==> src/rtl/alu_exec_unit_pkg.sv <==
// rtl/alu_exec_unit_pkg.sv - shared ALU control, ALUOp and funct constants
package alu_exec_unit_pkg;

  // ALU control codes driven by the decoder into the ALU
  localparam logic [2:0] CTRL_AND = 3'b000;
  localparam logic [2:0] CTRL_OR  = 3'b001;
  localparam logic [2:0] CTRL_ADD = 3'b010;
  localparam logic [2:0] CTRL_MUL = 3'b011;
  localparam logic [2:0] CTRL_SUB = 3'b110;
  localparam logic [2:0] CTRL_SLT = 3'b111;

  // ALUOp values from the main Control unit
  localparam logic [1:0] ALUOP_MEM   = 2'b00;
  localparam logic [1:0] ALUOP_BEQ   = 2'b01;
  localparam logic [1:0] ALUOP_RTYPE = 2'b10;
  localparam logic [1:0] ALUOP_ADDI  = 2'b11;

  // R-type funct field values
  localparam logic [5:0] FUNCT_ADD = 6'b100000;
  localparam logic [5:0] FUNCT_SUB = 6'b100010;
  localparam logic [5:0] FUNCT_AND = 6'b100100;
  localparam logic [5:0] FUNCT_OR  = 6'b100101;
  localparam logic [5:0] FUNCT_MUL = 6'b011000;
  localparam logic [5:0] FUNCT_SLT = 6'b101010;

endpackage

==> src/rtl/alu_exec_unit_if.sv <==
// rtl/alu_exec_unit_if.sv - EX-stage operand/result bundle between ID/EX and EX/MEM
interface alu_exec_unit_if #(
  parameter int W = 32
) ();

  logic         stall_i;
  logic [1:0]   alu_op_i;
  logic [5:0]   funct_i;
  logic [W-1:0] data1_i;
  logic [W-1:0] data2_i;
  logic [W-1:0] pc_i;
  logic [W-1:0] imm_i;
  logic [2:0]   alu_ctrl_o;
  logic [W-1:0] result_o;
  logic         zero_o;
  logic [W-1:0] result_q_o;
  logic [W-1:0] pc4_o;
  logic [W-1:0] branch_target_o;

  // Pipeline side that feeds operands and consumes results
  modport master (
    output stall_i, alu_op_i, funct_i, data1_i, data2_i, pc_i, imm_i,
    input  alu_ctrl_o, result_o, zero_o, result_q_o, pc4_o, branch_target_o
  );

  // Execution unit side
  modport slave (
    input  stall_i, alu_op_i, funct_i, data1_i, data2_i, pc_i, imm_i,
    output alu_ctrl_o, result_o, zero_o, result_q_o, pc4_o, branch_target_o
  );

endinterface

==> src/rtl/alu_exec_unit_adder32.sv <==
// rtl/alu_exec_unit_adder32.sv - W-wide wrapping adder used for the PC paths
module adder32 #(
  parameter int W = 32
) (
  input  logic [W-1:0] a_i,
  input  logic [W-1:0] b_i,
  output logic [W-1:0] sum_o
);

  // Plain modulo-2^W sum; carry out is intentionally discarded
  always_comb begin
    sum_o = a_i + b_i;
  end

endmodule

==> src/rtl/alu_exec_unit.sv <==
// rtl/alu_exec_unit.sv - EX-stage ALU decode, ALU, result register and PC adders
module alu_exec_unit
  import alu_exec_unit_pkg::*;
#(
  parameter int           W      = 32,
  parameter logic [W-1:0] PC_INC = 4
) (
  input  logic            clk_i,
  input  logic            rst_i,
  alu_exec_unit_if.slave  bus
);

  logic [2:0]   alu_ctrl;
  logic [W-1:0] alu_result;
  logic [W-1:0] res_d;
  logic [W-1:0] res_q;
  logic [W-1:0] pc4;
  logic [W-1:0] imm_shift;

  // Translate ALUOp/funct into the 3-bit ALU control code; unknown funct falls back to ADD
  always_comb begin
    alu_ctrl = CTRL_ADD;
    unique case (bus.alu_op_i)
      ALUOP_MEM:  alu_ctrl = CTRL_ADD;
      ALUOP_BEQ:  alu_ctrl = CTRL_SUB;
      ALUOP_ADDI: alu_ctrl = CTRL_ADD;
      ALUOP_RTYPE: begin
        case (bus.funct_i)
          FUNCT_ADD: alu_ctrl = CTRL_ADD;
          FUNCT_SUB: alu_ctrl = CTRL_SUB;
          FUNCT_AND: alu_ctrl = CTRL_AND;
          FUNCT_OR:  alu_ctrl = CTRL_OR;
          FUNCT_MUL: alu_ctrl = CTRL_MUL;
          FUNCT_SLT: alu_ctrl = CTRL_SLT;
          default:   alu_ctrl = CTRL_ADD;
        endcase
      end
      default:    alu_ctrl = CTRL_ADD;
    endcase
  end

  // Zero-latency ALU; arithmetic wraps, MUL keeps the low W bits, unused codes give 0
  always_comb begin
    alu_result = '0;
    case (alu_ctrl)
      CTRL_AND: alu_result = bus.data1_i & bus.data2_i;
      CTRL_OR:  alu_result = bus.data1_i | bus.data2_i;
      CTRL_ADD: alu_result = bus.data1_i + bus.data2_i;
      CTRL_MUL: alu_result = bus.data1_i * bus.data2_i;
      CTRL_SUB: alu_result = bus.data1_i - bus.data2_i;
      CTRL_SLT: alu_result = ($signed(bus.data1_i) < $signed(bus.data2_i)) ? W'(1) : W'(0);
      default:  alu_result = '0;
    endcase
  end

  // Next result-register value: reset clears, stall holds, otherwise capture the ALU
  always_comb begin
    res_d = res_q;
    if (rst_i) begin
      res_d = '0;
    end else if (!bus.stall_i) begin
      res_d = alu_result;
    end
  end

  // Result register toward EX/MEM
  always_ff @(posedge clk_i) begin
    res_q <= res_d;
  end

  // Branch offset is the word immediate; top two bits fall off the end
  always_comb begin
    imm_shift = {bus.imm_i[W-3:0], 2'b00};
  end

  adder32 #(.W(W)) u_pc4_add (
    .a_i   (bus.pc_i),
    .b_i   (PC_INC),
    .sum_o (pc4)
  );

  adder32 #(.W(W)) u_branch_add (
    .a_i   (pc4),
    .b_i   (imm_shift),
    .sum_o (bus.branch_target_o)
  );

  assign bus.alu_ctrl_o = alu_ctrl;
  assign bus.result_o   = alu_result;
  assign bus.zero_o     = (alu_result == '0);
  assign bus.result_q_o = res_q;
  assign bus.pc4_o      = pc4;

endmodule

==> src/flat_wrapper.sv <==
// flat-port wrapper written by rule: the top's interface ports become plain ports
module alu_exec_unit_flat import alu_exec_unit_pkg::*;
#(
  parameter int           W      = 32,
  parameter logic [W-1:0] PC_INC = 4
)
  (clk_i, rst_i, bus_stall_i, bus_alu_op_i, bus_funct_i, bus_data1_i, bus_data2_i, bus_pc_i, bus_imm_i, bus_alu_ctrl_o, bus_result_o, bus_zero_o, bus_result_q_o, bus_pc4_o, bus_branch_target_o);
  alu_exec_unit_if #(.W(W)) bus_i ();
  input  logic clk_i;
  input  logic rst_i;
  input wire logic [$bits(bus_i.stall_i)-1:0] bus_stall_i;
  input wire logic [$bits(bus_i.alu_op_i)-1:0] bus_alu_op_i;
  input wire logic [$bits(bus_i.funct_i)-1:0] bus_funct_i;
  input wire logic [$bits(bus_i.data1_i)-1:0] bus_data1_i;
  input wire logic [$bits(bus_i.data2_i)-1:0] bus_data2_i;
  input wire logic [$bits(bus_i.pc_i)-1:0] bus_pc_i;
  input wire logic [$bits(bus_i.imm_i)-1:0] bus_imm_i;
  output wire logic [$bits(bus_i.alu_ctrl_o)-1:0] bus_alu_ctrl_o;
  output wire logic [$bits(bus_i.result_o)-1:0] bus_result_o;
  output wire logic [$bits(bus_i.zero_o)-1:0] bus_zero_o;
  output wire logic [$bits(bus_i.result_q_o)-1:0] bus_result_q_o;
  output wire logic [$bits(bus_i.pc4_o)-1:0] bus_pc4_o;
  output wire logic [$bits(bus_i.branch_target_o)-1:0] bus_branch_target_o;
  assign bus_i.stall_i = bus_stall_i;
  assign bus_i.alu_op_i = bus_alu_op_i;
  assign bus_i.funct_i = bus_funct_i;
  assign bus_i.data1_i = bus_data1_i;
  assign bus_i.data2_i = bus_data2_i;
  assign bus_i.pc_i = bus_pc_i;
  assign bus_i.imm_i = bus_imm_i;
  assign bus_alu_ctrl_o = bus_i.alu_ctrl_o;
  assign bus_result_o = bus_i.result_o;
  assign bus_zero_o = bus_i.zero_o;
  assign bus_result_q_o = bus_i.result_q_o;
  assign bus_pc4_o = bus_i.pc4_o;
  assign bus_branch_target_o = bus_i.branch_target_o;
  alu_exec_unit #(.W(W), .PC_INC(PC_INC)) u_core (.clk_i(clk_i), .rst_i(rst_i), .bus(bus_i));
endmodule
==> config.mk <==
export PLATFORM = sky130hd
export DESIGN_NAME = alu_exec_unit_flat
export DESIGN_NICKNAME = d
export VERILOG_FILES = /design/src/rtl/alu_exec_unit_pkg.sv /design/src/rtl/alu_exec_unit_if.sv /design/src/rtl/alu_exec_unit_adder32.sv /design/src/rtl/alu_exec_unit.sv /design/src/flat_wrapper.sv
export SDC_FILE = /design/constraint.sdc
export NUM_CORES = 2
export LEC_CHECK = 0
export BUFFER_PORTS_ARGS = -buffer_cell sky130_fd_sc_hd__buf_2
export CORE_MARGIN = 5
export CORE_UTILIZATION = 65
export CTS_BUF_LIST = sky130_fd_sc_hd__clkbuf_2 sky130_fd_sc_hd__clkbuf_4 sky130_fd_sc_hd__clkbuf_8
export CTS_CLUSTER_SIZE = 25
export DETAILED_ROUTE_END_ITERATION = 16
export PLACE_DENSITY = 0.88
export RECOVER_POWER = 100
export SYNTH_ARGS = -nofsm -noshare
export SYNTH_HDL_FRONTEND = slang
export SYNTH_SLANG_ARGS = --single-unit
==> constraint.sdc <==
create_clock -name clk_i -period 17.54 [get_ports clk_i]
set_input_delay 1.754 -clock clk_i [delete_from_list [all_inputs] [get_ports clk_i]]
set_output_delay 1.754 -clock clk_i [all_outputs]
set_load 0.03 [all_outputs]
==> reports/metrics.csv <==
metric;value;unit
relSlewSlack;0.0205;
setup.worst_path.class;input pin to output port;
hold-worst-slack;498;ps
yosys-top-cells-area;fa_1, ha_1, inv_1;
crit_path_max_fanout;19;
wl_met1;28800;um
drive_above_1_share;0.0609;
drc;0;
critical_path.slowest_cell;clkinv_1;
grt_pass1_vias;23500;
met3_length;11200;um
synth_ff_type;dfxtp_1;
syn_area_per_cell;7.95;um2
largest_reg_flops;32;
fp.dieH;198;um
fin_setup_tns;0;ps
cts_resized;0;
synth_enable_flop_cells;0;
r2r_cells;3;
final.min_clock_period;13850;ps
drt_first_pass_iters;6;
totalWireLength;83900;um
cts-hold-fix-buffers;0;
yosysTopAreaCellShare;0.358;
fin_cells;3517;
io_pins;271;
rows;69;
worst_ep_required_time;15790;ps
synth_cell_type_count;84;
hold_start;u_core.bus.result_q_o[23];
finalHoldViolations;0;
yosysSeqAreaShare;0.0278;
top_layer_used;met4;
port_buffers;262;
antenna_found_initial;2;
die_w;198;um
critPathArrivalTime;12100;ps
clock_latency;300;ps
clkTransAtPathRegs;70;ps
min_to;u_core.bus.result_q_o[23];
synth_top_area_cell;fa_1;
dp.cells;3505;
maxCapViolations;0;
setup_viol;0;
routabilityCongestion;1.04;
coreArea;35200;um2
drt-initial-drc-count;2268;
hpwl;66500;um
die_area;39300;um2
cts_made_buffers;5;
ys_seq_elements;32;
start_util;0.653;
startpoint_type;input pin;
yosysWarnings;0;
grt_pass1_wl;129000;um
fmax;72.2;MHz
grt.total_usage;0.425;
ant_nets;0;
syn_nets;3695;
synth.cell_area;23000;um2
cts_max_level;2;
gr-total-overflow;0;
wire_per_inst;23.8;um
area_growth;6.17;%
worst_slew_pin_slew;1470;ps
rsz0062_at_grt;no;
hold_path_class;flop to flop;
path_common_cell;fa_1;
clock_path_buffers;2;
cts_tree;done;
viasPerCell;6.37;
grt_max_degree;45;
crit_path_max_incr_delay;1410;ps
r2r_end;u_core.bus.result_q_o[30];
syn_inst;2894;
hold_depth;2;
skew;0;ps
ys_async_sr_fraction;0;
clock-root-buffer;clkbuf_8;
cts_sinks;32;
end_kind;output port;
route.met2.wl;37900;um
drv_slew;0;
reg2reg_slack;16790;ps
period_share;0.790;
vias;22400;
status;completed;
postCtsSetupBuffers;0;
rr_startpoint;u_core.bus.result_q_o[30];
finish.net_count;3852;
==> metrics by stage <==
| stage | cell area, um2 | worst slack (ps) | utilization |
|---|---|---|---|
| 2_1_floorplan | 23000 | 6300 | - |
| 3_3_place_gp | 24500 | 5210 | 0.696 |
| 3_5_place_dp | 24500 | 5060 | 0.696 |
| 4_1_cts | 24600 | 5060 | 0.698 |
| 5_1_grt | 24400 | 3480 | 0.693 |
| 6_report | 24400 | 3690 | 0.694 |
==> logic make-up (layout without fill, tap and decap cells) <==
| group | Yosys count | in the layout | share of synthesized area |
|---|---|---|---|
| compound gates | 425 | 425 | 0.125 |
| xor+xnor | 153 | 153 | 0.0582 |
| fa+ha+maj | 662 | 662 | 0.494 |
| buf+inv | 622 | 780 | 0.102 |
| flops | 32 | 32 | 0.0278 |
| mux | 30 | 30 | 0.0132 |
| other cells | 0 | 4 | 0 |
| simple gates | 970 | 970 | 0.180 |
==> critical path: cells and delay by family <==
| family | cells | cell delay, ps |
|---|---|---|
| adder cells (fa/ha/maj) | 9 | 3900 |
| XOR/XNOR | 1 | 180 |
| AND/OR/NAND/NOR | 6 | 1740 |
| AO/OA/AOI/OAI | 5 | 1360 |
| buffers and inverters | 9 | 3150 |
==> how the worst max path moves through the flow <==
stage	endpoint	start	cells past startpoint	slack, ps
after CTS	bus_zero_o	bus_data1_i[6]	30	5060
final	bus_zero_o	bus_data1_i[4]	30	3690
after global routing	bus_zero_o	bus_data1_i[4]	31	3480
after floorplan	bus_zero_o	bus_data2_i[2]	29	6300
after global placement	bus_zero_o	bus_data1_i[4]	30	5210
after detailed placement	bus_zero_o	bus_data1_i[6]	30	5060
==> cell type report <==
class,count,area [um2]
multi-input cells,2240,20000
clock buffers,6,82.6
fillers,2960,10800
flip-flops and latches,32,641
diodes,4,10.0
inverters,498,1870
well taps,461,577
clock inverters,2,10.0
repair buffers,274,1240
==> synth_stat cells, types with 5 or more instances <==
cell / n
mux2i_1: 28
nand2b_1: 25
a221oi_1: 16
o2111ai_1: 5
a211o_1: 6
o21ai_0: 74
clkbuf_1: 102
xor2_1: 39
o31ai_1: 11
nor3b_1: 6
o31a_1: 7
o21a_1: 16
o22ai_1: 9
a21o_1: 32
a31oi_1: 15
buf_1: 17
a21oi_1: 108
nor2_1: 453
o221ai_1: 14
nand2_1: 317
inv_2: 6
nor2b_1: 16
a221o_1: 7
clkinv_1: 12
inv_1: 480
and3_1: 12
dfxtp_1: 32
o21ai_1: 6
ha_1: 251
or2_2: 7
o211ai_1: 16
o21bai_1: 18
a22oi_1: 5
nand4_1: 6
nand3_1: 37
nor3_1: 47
a211oi_1: 14
or3_1: 8
xnor2_1: 114
nor4_1: 7
fa_1: 411
==> metal layers <==
| metal | track usage | up-vias |
|---|---|---|
| met3 | 0.121 | 442 |
| met5 | 0 | - |
| met1 | 0.522 | 10800 |
| li1 | - | 9507 |
| met4 | 0.234 | 0 |
| met2 | 0.679 | 1667 |
==> layout by cell type, fill, tap and decap left out, types with 37 or more instances in the layout <==
| cell | n |
|---|---|
| a21oi_1 | 108 |
| buf_2 | 134 |
| clkbuf_1 | 129 |
| fa_1 | 411 |
| ha_1 | 251 |
| inv_1 | 480 |
| nand2_1 | 317 |
| nand3_1 | 37 |
| nor2_1 | 453 |
| nor3_1 | 48 |
| o21ai_0 | 73 |
| xnor2_1 | 114 |
| xor2_1 | 39 |
Power is left out: the tool's default activity adds up to more than one toggle a clock period on the data nets, which glitch-free logic cannot reach.
